File: src/rtl/fetch_unit_pkg.sv
// Shared opcode constants and FSM state encoding for the fetch unit.
// The fault state is only reachable when FETCH_BOUNDS_EN is defined.
package fetch_unit_pkg;

  localparam logic [3:0] OpJmp  = 4'b1000;
  localparam logic [3:0] OpJiz  = 4'b1001;
  localparam logic [3:0] OpHalt = 4'b1111;

  typedef enum logic [2:0] {
    StIdle,
    StReq,
    StCapt,
    StIssue,
    StHalt,
    StFault
  } fetch_state_e;

endpackage

File: src/rtl/fetch_next_pc.sv
// Combinational next-PC selection for the fetch unit.
// With FETCH_BOUNDS_EN an out-of-range flag is produced; otherwise targets wrap modulo depth.
module fetch_next_pc
  import fetch_unit_pkg::*;
#(
  parameter int unsigned IMEM_DEPTH = 16
) (
  input  logic [15:0] pc,
  input  logic [3:0]  opcode,
  input  logic [11:0] jump,
  input  logic [7:0]  jiz,
  input  logic        zero_flag,
  output logic [15:0] next_pc,
  output logic        is_halt
`ifdef FETCH_BOUNDS_EN
  ,
  output logic        out_of_range
`endif
);

  localparam logic [15:0] LastPc = 16'(IMEM_DEPTH - 1);
  localparam logic [16:0] DepthW = 17'(IMEM_DEPTH);

  logic [16:0] target;

  always_comb begin
    is_halt = (opcode == OpHalt);
    target  = '0;
    if (opcode == OpJmp) begin
      target = {5'b0, jump};
    end else if (opcode == OpJiz && zero_flag) begin
      target = {9'b0, jiz};
    end else if (is_halt) begin
      target = {1'b0, pc};
    end else begin
      // Sequential advance wraps at the end of memory and is never a fault.
      target = (pc == LastPc) ? 17'd0 : {1'b0, pc} + 17'd1;
    end
  end

`ifdef FETCH_BOUNDS_EN
  assign out_of_range = !is_halt && (target >= DepthW);
  assign next_pc      = target[15:0];
`else
  assign next_pc      = 16'(target % DepthW);
`endif

endmodule

File: src/rtl/fetch_unit.sv
// Instruction fetch FSM: request, capture, issue with ready handshake, halt.
// Define FETCH_BOUNDS_EN to trap out-of-range jump targets in a FAULT state.
module fetch_unit
  import fetch_unit_pkg::*;
#(
  parameter int unsigned IMEM_DEPTH = 16,
  parameter logic [15:0] RESET_PC   = 16'h0000
) (
  input  logic        clk,
  input  logic        rst_n,
  input  logic        run,
  output logic [15:0] address,
  output logic        im_select,
  input  logic [3:0]  opcode,
  input  logic [11:0] jump,
  input  logic [7:0]  jiz,
  input  logic        zero_flag,
  output logic        instr_valid,
  input  logic        instr_ready,
  output logic        halted,
  output logic        fault
);

  fetch_state_e state_q, state_d;

  logic [15:0] pc_q;
  logic [3:0]  op_q;
  logic [11:0] jump_q;
  logic [7:0]  jiz_q;
  logic [15:0] next_pc;
  logic        is_halt;
  logic        accept;
  logic        pc_load;

`ifdef FETCH_BOUNDS_EN
  logic out_of_range;
`endif

  fetch_next_pc #(
    .IMEM_DEPTH(IMEM_DEPTH)
  ) u_next_pc (
    .pc       (pc_q),
    .opcode   (op_q),
    .jump     (jump_q),
    .jiz      (jiz_q),
    .zero_flag(zero_flag),
    .next_pc  (next_pc),
    .is_halt  (is_halt)
`ifdef FETCH_BOUNDS_EN
    ,
    .out_of_range(out_of_range)
`endif
  );

  assign accept = (state_q == StIssue) && instr_ready;

`ifdef FETCH_BOUNDS_EN
  assign pc_load = accept && !out_of_range;
`else
  assign pc_load = accept;
`endif

  always_ff @(posedge clk or negedge rst_n) begin
    if (!rst_n) begin
      state_q <= StIdle;
    end else begin
      state_q <= state_d;
    end
  end

  always_comb begin
    state_d = state_q;
    unique case (state_q)
      StIdle:  if (run) state_d = StReq;
      StReq:   state_d = StCapt;
      StCapt:  state_d = StIssue;
      StIssue: begin
        if (instr_ready) begin
          if (is_halt) begin
            state_d = StHalt;
`ifdef FETCH_BOUNDS_EN
          end else if (out_of_range) begin
            state_d = StFault;
`endif
          end else begin
            state_d = StReq;
          end
        end
      end
      StHalt:  state_d = StHalt;
      StFault: state_d = StFault;
      default: state_d = StIdle;
    endcase
  end

  always_comb begin
    im_select   = (state_q == StReq);
    instr_valid = (state_q == StIssue);
    halted      = (state_q == StHalt);
  end

`ifdef FETCH_BOUNDS_EN
  assign fault = (state_q == StFault);
`else
  assign fault = 1'b0;
`endif

  // Fields are latched at the end of CAPT so they stay stable through a stalled ISSUE.
  always_ff @(posedge clk or negedge rst_n) begin
    if (!rst_n) begin
      pc_q   <= RESET_PC;
      op_q   <= '0;
      jump_q <= '0;
      jiz_q  <= '0;
    end else begin
      if (state_q == StCapt) begin
        op_q   <= opcode;
        jump_q <= jump;
        jiz_q  <= jiz;
      end
      if (pc_load) begin
        pc_q <= next_pc;
      end
    end
  end

  assign address = pc_q;

endmodule
File: config.mk
export PLATFORM = sky130hd
export DESIGN_NAME = fetch_unit
export DESIGN_NICKNAME = d
export VERILOG_FILES = /design/src/rtl/fetch_unit_pkg.sv /design/src/rtl/fetch_next_pc.sv /design/src/rtl/fetch_unit.sv
export SDC_FILE = /design/constraint.sdc
export NUM_CORES = 1
export LEC_CHECK = 0
export BUFFER_PORTS_ARGS = -buffer_cell sky130_fd_sc_hd__buf_2
export CORE_ASPECT_RATIO = 1.2
export CORE_MARGIN = 2
export CORE_UTILIZATION = 49
export DETAILED_ROUTE_END_ITERATION = 7
export PLACE_DENSITY = 0.84
export SLEW_MARGIN = 15
export SYNTH_ARGS = -nofsm -noshare
export SYNTH_HDL_FRONTEND = slang
export SYNTH_SLANG_ARGS = --single-unit
File: constraint.sdc
create_clock -name clk -period 3.65 [get_ports clk]
set_clock_uncertainty 0.2 [all_clocks]
set_input_delay 0.365 -clock clk [delete_from_list [all_inputs] [get_ports clk]]
set_output_delay 0.365 -clock clk [all_outputs]
set_load 0.03 [all_outputs]
==> flow_summary.yaml, run 1 <==
run_status:
  run_status: "completed"
global_route:
  grt_max_degree: 20
  grt_pass1_wl_um: 2890
  grt_usage_pct: 16.1
  overflow: 0
  first_global_vias: 704
  antenna_found_initial: 0
synthesis:
  synth_top_cell_by_area: "dfrtp_1"
  synth_area_per_cell_um2: 11.1
  yosys-top-cells-area: "dfrtp_1 (44%), mux2_2 (13%), buf_4 (9.1%), nor2_1 (2.5%), nor3b_1 (2.1%)"
  synthFlopType: "dfrtp_1"
  synth_cell_types: 37
  ys_async_sr_fraction_pct: 100
  synthCells: 96
  synth_most_common_cell: "dfrtp_1"
  synth_top_area_share_pct: 44.5
  synth_edf_count: 0
  synthTopCellsByCount: "dfrtp_1 (19), buf_4 (13), mux2_2 (12)"
  yosysWarningCount: 0
  ys_ff_latch: 19
  synth_area_um2: 1070
  ys_seq_area_share_pct: 44.5
power:
  power_density_nw_per_um2: 808
  clockPowerShare_pct: 10.8
  peakVddDrop_mv: 0.425
  leakage_nw: 0.539
  p_sw_share_pct: 40.4
  combPwrFrac_pct: 46.0
  power_frac_seq_pct: 43.2
  p_sw_uw: 386
  intPower_uw: 571
clocking:
  cts_tree: "built"
  cts_sinks: 19
  cts_made_buffers: 3
  path_clk_slew_ns: 0.10
  cts-root-buf: "clkbuf_4"
  htreeDepth: 1
  cts_buffer_depth: 2
  clk-insertion-delay-late_ns: 0.29
  postCtsSetupRepairBufs: 0
critical_path:
  worstPathCellList: "nor3b_1, buf_2"
  crit_cells: 2
  path_max_fanout: 12
  startpoint_type: "flop"
  crit_buf_inv: 1
  critPathArrivalTime_ns: 1.22
  critical-path-slowest-cell: "dfrtp_1"
  crit_family: "flip-flops"
  required_ns: 3.08
  critPathMaxStageDelay_ns: 0.50
  r2r-end: "address[2]"
  r2r_slack_ns: 1.87
  end_kind: "output port"
  r2r-start: "op_q[3]"
  critical_path_class: "reg -> out"
  reg2regPathDepth: 4
detailed_routing:
  drt_wl_total_um: 1730
  drtAntennaViolNets: 0
  route.detailed.drc: 0
  dr.max_layer_used: "met4"
  wl_met3_um: 108
  avgRoutedWirePerCell_um: 11.6
  met1_length_um: 698
  vias: 752
  route.met2.wl_um: 894
  drtIter0Drc: 7
  routed_via_density: 5.05
  first_pass_iters: 4
die:
  fp.dieArea_um2: 2570
  pin_count: 49
  dieWidth_um: 46.6
  chipHeight_um: 55.2
  fp-row-count: 18
  start_util_pct: 51.6
  core_area_um2: 2070
cells_and_area:
  area_growth_pct: 10.8
  diodes: 0
  finalNonFillerCells: 149
  nets: 150
  drive_above_1_share_pct: 37.0
  fillers: 194
  utilization_pct: 57.1
placement:
  dpl.cell_count: 144
  globalplace.congestion: 0.740
  dpl.hpwl_um: 1370
  portBuffers: 23
job:
  drv_cap: 0
min_path:
  hold_depth: 2
  hold_end: "state_q[1]"
  hp-class: "in -> reg"
  min_from: "instr_ready"
sta:
  hold_viol: 0
  slew_headroom_pct: 60.6
  fin_crit_ns: 1.79
  drv_slew: 0
  rsz0062_at_grt: "false"
  fin_tns_setup_ns: 0
  max_freq_ghz: 0.559
  finalSetupViolations: 0
  tightestPinTransition_ns: 0.583
  min_period_over_period_pct: 49.0
-- metrics by stage --
step	instance area, um2	setup WS [ns]	hold WS [ns]	total power [mW]
detailed placement	1150	1.88	0.120	0.864
finish	1180	1.86	0.0895	0.957
CTS	1180	1.85	0.0844	0.967
global placement	1150	1.91	0.108	0.838
floorplan	1110	1.77	-0.131	0.775
global route	1180	1.71	0.0864	1.03
-- worst reg2reg max path, stage by stage, from the launching register on --
cell and delay, ns:
dfrtp_1 0.43, and4_4 0.22, or4b_4 0.57, a21oi_1 0.18, a21oi_2 0.07
-- metal layers --
| metal | track usage (%) | up-vias |
|---|---|---|
| met3 | 3.90 | 5 |
| met5 | 0 | - |
| met2 | 28.9 | 26 |
| met4 | 6.94 | 0 |
| met1 | 17.7 | 353 |
| li1 | - | 368 |
-- power by group through the flow --
stage	logic, mW	clock network (mW)	registers, mW
global route	0.486	0.116	0.433
global placement	0.429	0	0.409
floorplan	0.362	0	0.413
detailed placement	0.445	0	0.420
finish	0.441	0.103	0.413
CTS	0.447	0.106	0.414
-- final cells by class --
type | instances | area, um2 | area share [%]
multi-input combinational | 71 | 512 | 43.2
sequential | 19 | 475 | 40.2
timing repair buffer | 25 | 133 | 11.2
tap | 30 | 37.5 | 3.17
clock buffer | 4 | 26.3 | 2.22
-- layout by cell type (no fill, tap or decap) --
cell / instances
buf_4: 1
nand4_1: 1
nand3_1: 2
dfrtp_1: 19
nor4b_1: 1
a21oi_2: 1
ha_1: 1
conb_1: 13
mux2i_1: 1
clkbuf_4: 3
nor2_1: 7
o31ai_2: 1
or4b_4: 1
and4bb_2: 1
nand3b_1: 2
and3_1: 1
nor2b_1: 1
a22o_1: 2
o21bai_1: 1
dlygate4sd3_1: 1
o31ai_1: 1
clkbuf_1: 1
and2_1: 1
nor3b_1: 3
o311ai_0: 1
or4b_1: 1
and4_4: 1
a21boi_0: 1
o21ai_0: 1
mux2_2: 12
a211oi_1: 1
xor2_1: 2
buf_2: 23
and3b_1: 1
a31oi_1: 2
a21oi_1: 2
o211ai_1: 1
nand2_1: 3
-- sequential cells by signal (all words and copies together) (netlist names) --
| signal | cells |
|---|---|
| address | 4 |
| jiz_q | 4 |
| jump_q | 4 |
| op_q | 4 |
| state_q | 3 |
-- cell families after synthesis --
family                     Yosys count  share of synthesized area (%)
buffers and inverters               18                           11.8
adders and majority gates            1                           1.17
AOI/OAI and AO/OA                   15                           10.5
other                                1                          0.351
DFF                                 19                           44.5
and+or+nand+nor                     27                           16.4
muxes                               13                           13.6
xor gates and xnor gates             2                           1.64
-- worst max path at each step --
stage | startpoint | end
3_3_place_gp | op_q[3] | address[2]
2_1_floorplan | state_q[2] | halted
4_1_cts | state_q[1] | halted
6_report | state_q[1] | halted
3_5_place_dp | op_q[3] | address[2]
5_1_grt | state_q[0] | im_select
-- repair_timing --
item / CTS / global route
hold endpoints to repair: 19 / 0
resized for setup: 0 / 0
hold buffers: 1 / 0
(Power assumes the default switching activity.)
==> inputs of run 2 (changes only) <==
--- a/config.mk
+++ b/config.mk
@@ -8,9 +8,9 @@
 export BUFFER_PORTS_ARGS = -buffer_cell sky130_fd_sc_hd__buf_2
 export CORE_ASPECT_RATIO = 1.2
 export CORE_MARGIN = 2
-export CORE_UTILIZATION = 49
+export CORE_UTILIZATION = 46
 export DETAILED_ROUTE_END_ITERATION = 7
-export PLACE_DENSITY = 0.84
+export PLACE_DENSITY = 0.8
 export SLEW_MARGIN = 15
 export SYNTH_ARGS = -nofsm -noshare
 export SYNTH_HDL_FRONTEND = slang
==> constraint.sdc (replaced) <==
create_clock -name clk -period 1.7 [get_ports clk]
set_clock_uncertainty 0.2 [all_clocks]
set_input_delay 0.17 -clock clk [delete_from_list [all_inputs] [get_ports clk]]
set_output_delay 0.17 -clock clk [all_outputs]
set_load 0.03 [all_outputs]
==> run 2 against run 1 <==
Net effect:
- the run now ends with setup timing left
- largest power group unchanged
- critical path type is now reg -> reg
- final cell count is 13% higher
- register-to-register slack worse by 1.9 ns
- clock-buffer cell count stayed put
- sequential share of layout area is 5.9 points lower
- sequential power is 110% higher
- via count is 10% higher
- critical endpoint is now address[0]
==> flow_summary.yaml, run 2 (synthesized netlist as in run 1, its figures left out) <==
clocking:
  htreeDepth: 1
  cts-root-buf: "clkbuf_4"
  path_clk_slew_ns: 0.10
  cts_sinks: 19
  cts_buffer_depth: 2
  cts_made_buffers: 3
  clk-insertion-delay-late_ns: 0.29
  cts_tree: "built"
detailed_routing:
  drtAntennaViolNets: 0
  vias: 829
  route.detailed.drc: 0
  drtIter0Drc: 10
  first_pass_iters: 4
  routed_via_density: 4.93
  avgRoutedWirePerCell_um: 12.6
  drt_wl_total_um: 2130
die:
  chipHeight_um: 56.8
  fp-row-count: 19
  fp.dieArea_um2: 2730
  core_area_um2: 2230
  pin_count: 49
  start_util_pct: 47.8
  dieWidth_um: 48.0
critical_path:
  required_ns: 1.69
  startpoint_type: "flop"
  end_kind: "flop"
  critPathArrivalTime_ns: 1.73
  critPathMaxStageDelay_ns: 0.55
  critical-path-slowest-cell: "or4b_4"
  crit_family: "simple AND/OR/NAND/NOR gates"
  critical_path_class: "reg -> reg"
  worstPathCellList: "and4_4, or4b_4, a22o_1"
  path_max_fanout: 8
  crit_buf_inv: 0
sta:
  setup_ws_ns: -0.0425
  min_period_over_period_pct: 102
  max_freq_ghz: 0.574
  drv_slew: 0
  whs_ns: 0.0619
  fin_crit_ns: 1.74
  rsz0062_at_grt: "true"
  hold_viol: 0
  finalSetupViolations: 4
global_route:
  first_global_vias: 831
  antenna_found_initial: 0
  grt_max_degree: 20
  grt_usage_pct: 17.6
  grt_pass1_wl_um: 3480
  overflow: 0
cells_and_area:
  nets: 168
  multi_input_area_um2: 542
  finalNonFillerCells: 168
  diodes: 0
  area_growth_pct: 29.9
  final-seq-area_um2: 475
  fillers: 181
  drive_above_1_share_pct: 40.1
  final_common_cell: "buf_2"
  layout.cells.most_common_list: "buf_2 (21), dfrtp_1 (19), dlygate4sd3_1 (14)"
power:
  peakVddDrop_mv: 1.02
  power_density_nw_per_um2: 1600
  leakage_nw: 0.633
  p_total_mw: 2.22
min_path:
  hp-class: "in -> reg"
job:
  drv_cap: 0
placement:
  portBuffers: 23
  dpl.cell_count: 150
  globalplace.congestion: 0.839
  dpl.hpwl_um: 1470
run_status:
  violations: "setup timing"
  run_status: "complete, but fails checks"
-- run 2: cell types whose count changed in the layout (fill, tap and decap cells not counted) --
cell	delta
nor2b_1	-1
or4b_4	+1
a21oi_1	-1
nor3b_2	+3
buf_2	-2
dlygate4sd3_1	+13
nor3b_1	-3
nor2b_4	+1
buf_4	+7
or4b_1	-1
a21oi_2	+1
-- run 2: per-layer routing --
layer	vias to the layer above	global-route usage [%]	wire length, um
met5	-	0	0
met4	0	4.63	25
met3	4	2.89	95
met2	32	30.3	1150
met1	396	21.8	858
li1	397	-	-
-- run 2: repair_timing --
action / CTS / global route
hold endpoints to repair: 33 / 0
buffers inserted: 0 / 0
pin swaps: 0 / 1
setup endpoints to repair: 5 / 6
hold buffers: 14 / 0
resized for setup: 1 / 6
-- run 2: area by class of cell --
class | count | share of cell area, %
repair buffers | 43 | 22.0
well taps | 31 | 2.80
flip-flops and latches | 19 | 34.3
multi-input cells | 71 | 39.0
clock buffers | 4 | 1.89
-- run 2: worst reg2reg max path, cell delays in order, from the launching register on --
cell and delay, ns:
dfrtp_1 0.44, and4_4 0.22, or4b_4 0.55, a22o_1 0.23
-- run 2: worst paths after layout --
path,to,cells after the start,start,slack (ns)
setup / recovery,address[0],3,op_q[1],-0.04
hold / removal,state_q[0],4,instr_ready,0.06
setup reg to reg,address[0],3,op_q[1],-0.04
hold reg to reg,jump_q[1],1,jump_q[1],0.32
max in group asynchronous,op_q[0],2,rst_n,0.88
min in group asynchronous,jump_q[3],2,rst_n,0.13
-- run 2: through the flow --
step	instance area, um2	setup slack, ns	TNS, ns	utilization (%)
after global placement	1190	0.0136	0	53.5
final	1390	-0.0425	-0.143	62.1
after CTS	1360	-0.0272	-0.0941	61.0
after detailed placement	1190	-0.0131	-0.0266	53.5
after global routing	1390	-0.0812	-0.292	62.1
after floorplan	1120	-0.00127	-0.00252	-
-- run 2: where the power goes --
group          leakage (nW)  switching (mW)  total (mW)  internal [mW]
Sequential            0.224           0.181       0.851          0.670
Clock                0.0150           0.135       0.226         0.0912
Combinational         0.393           0.572        1.14          0.570
Total                 0.633           0.887        2.22           1.33
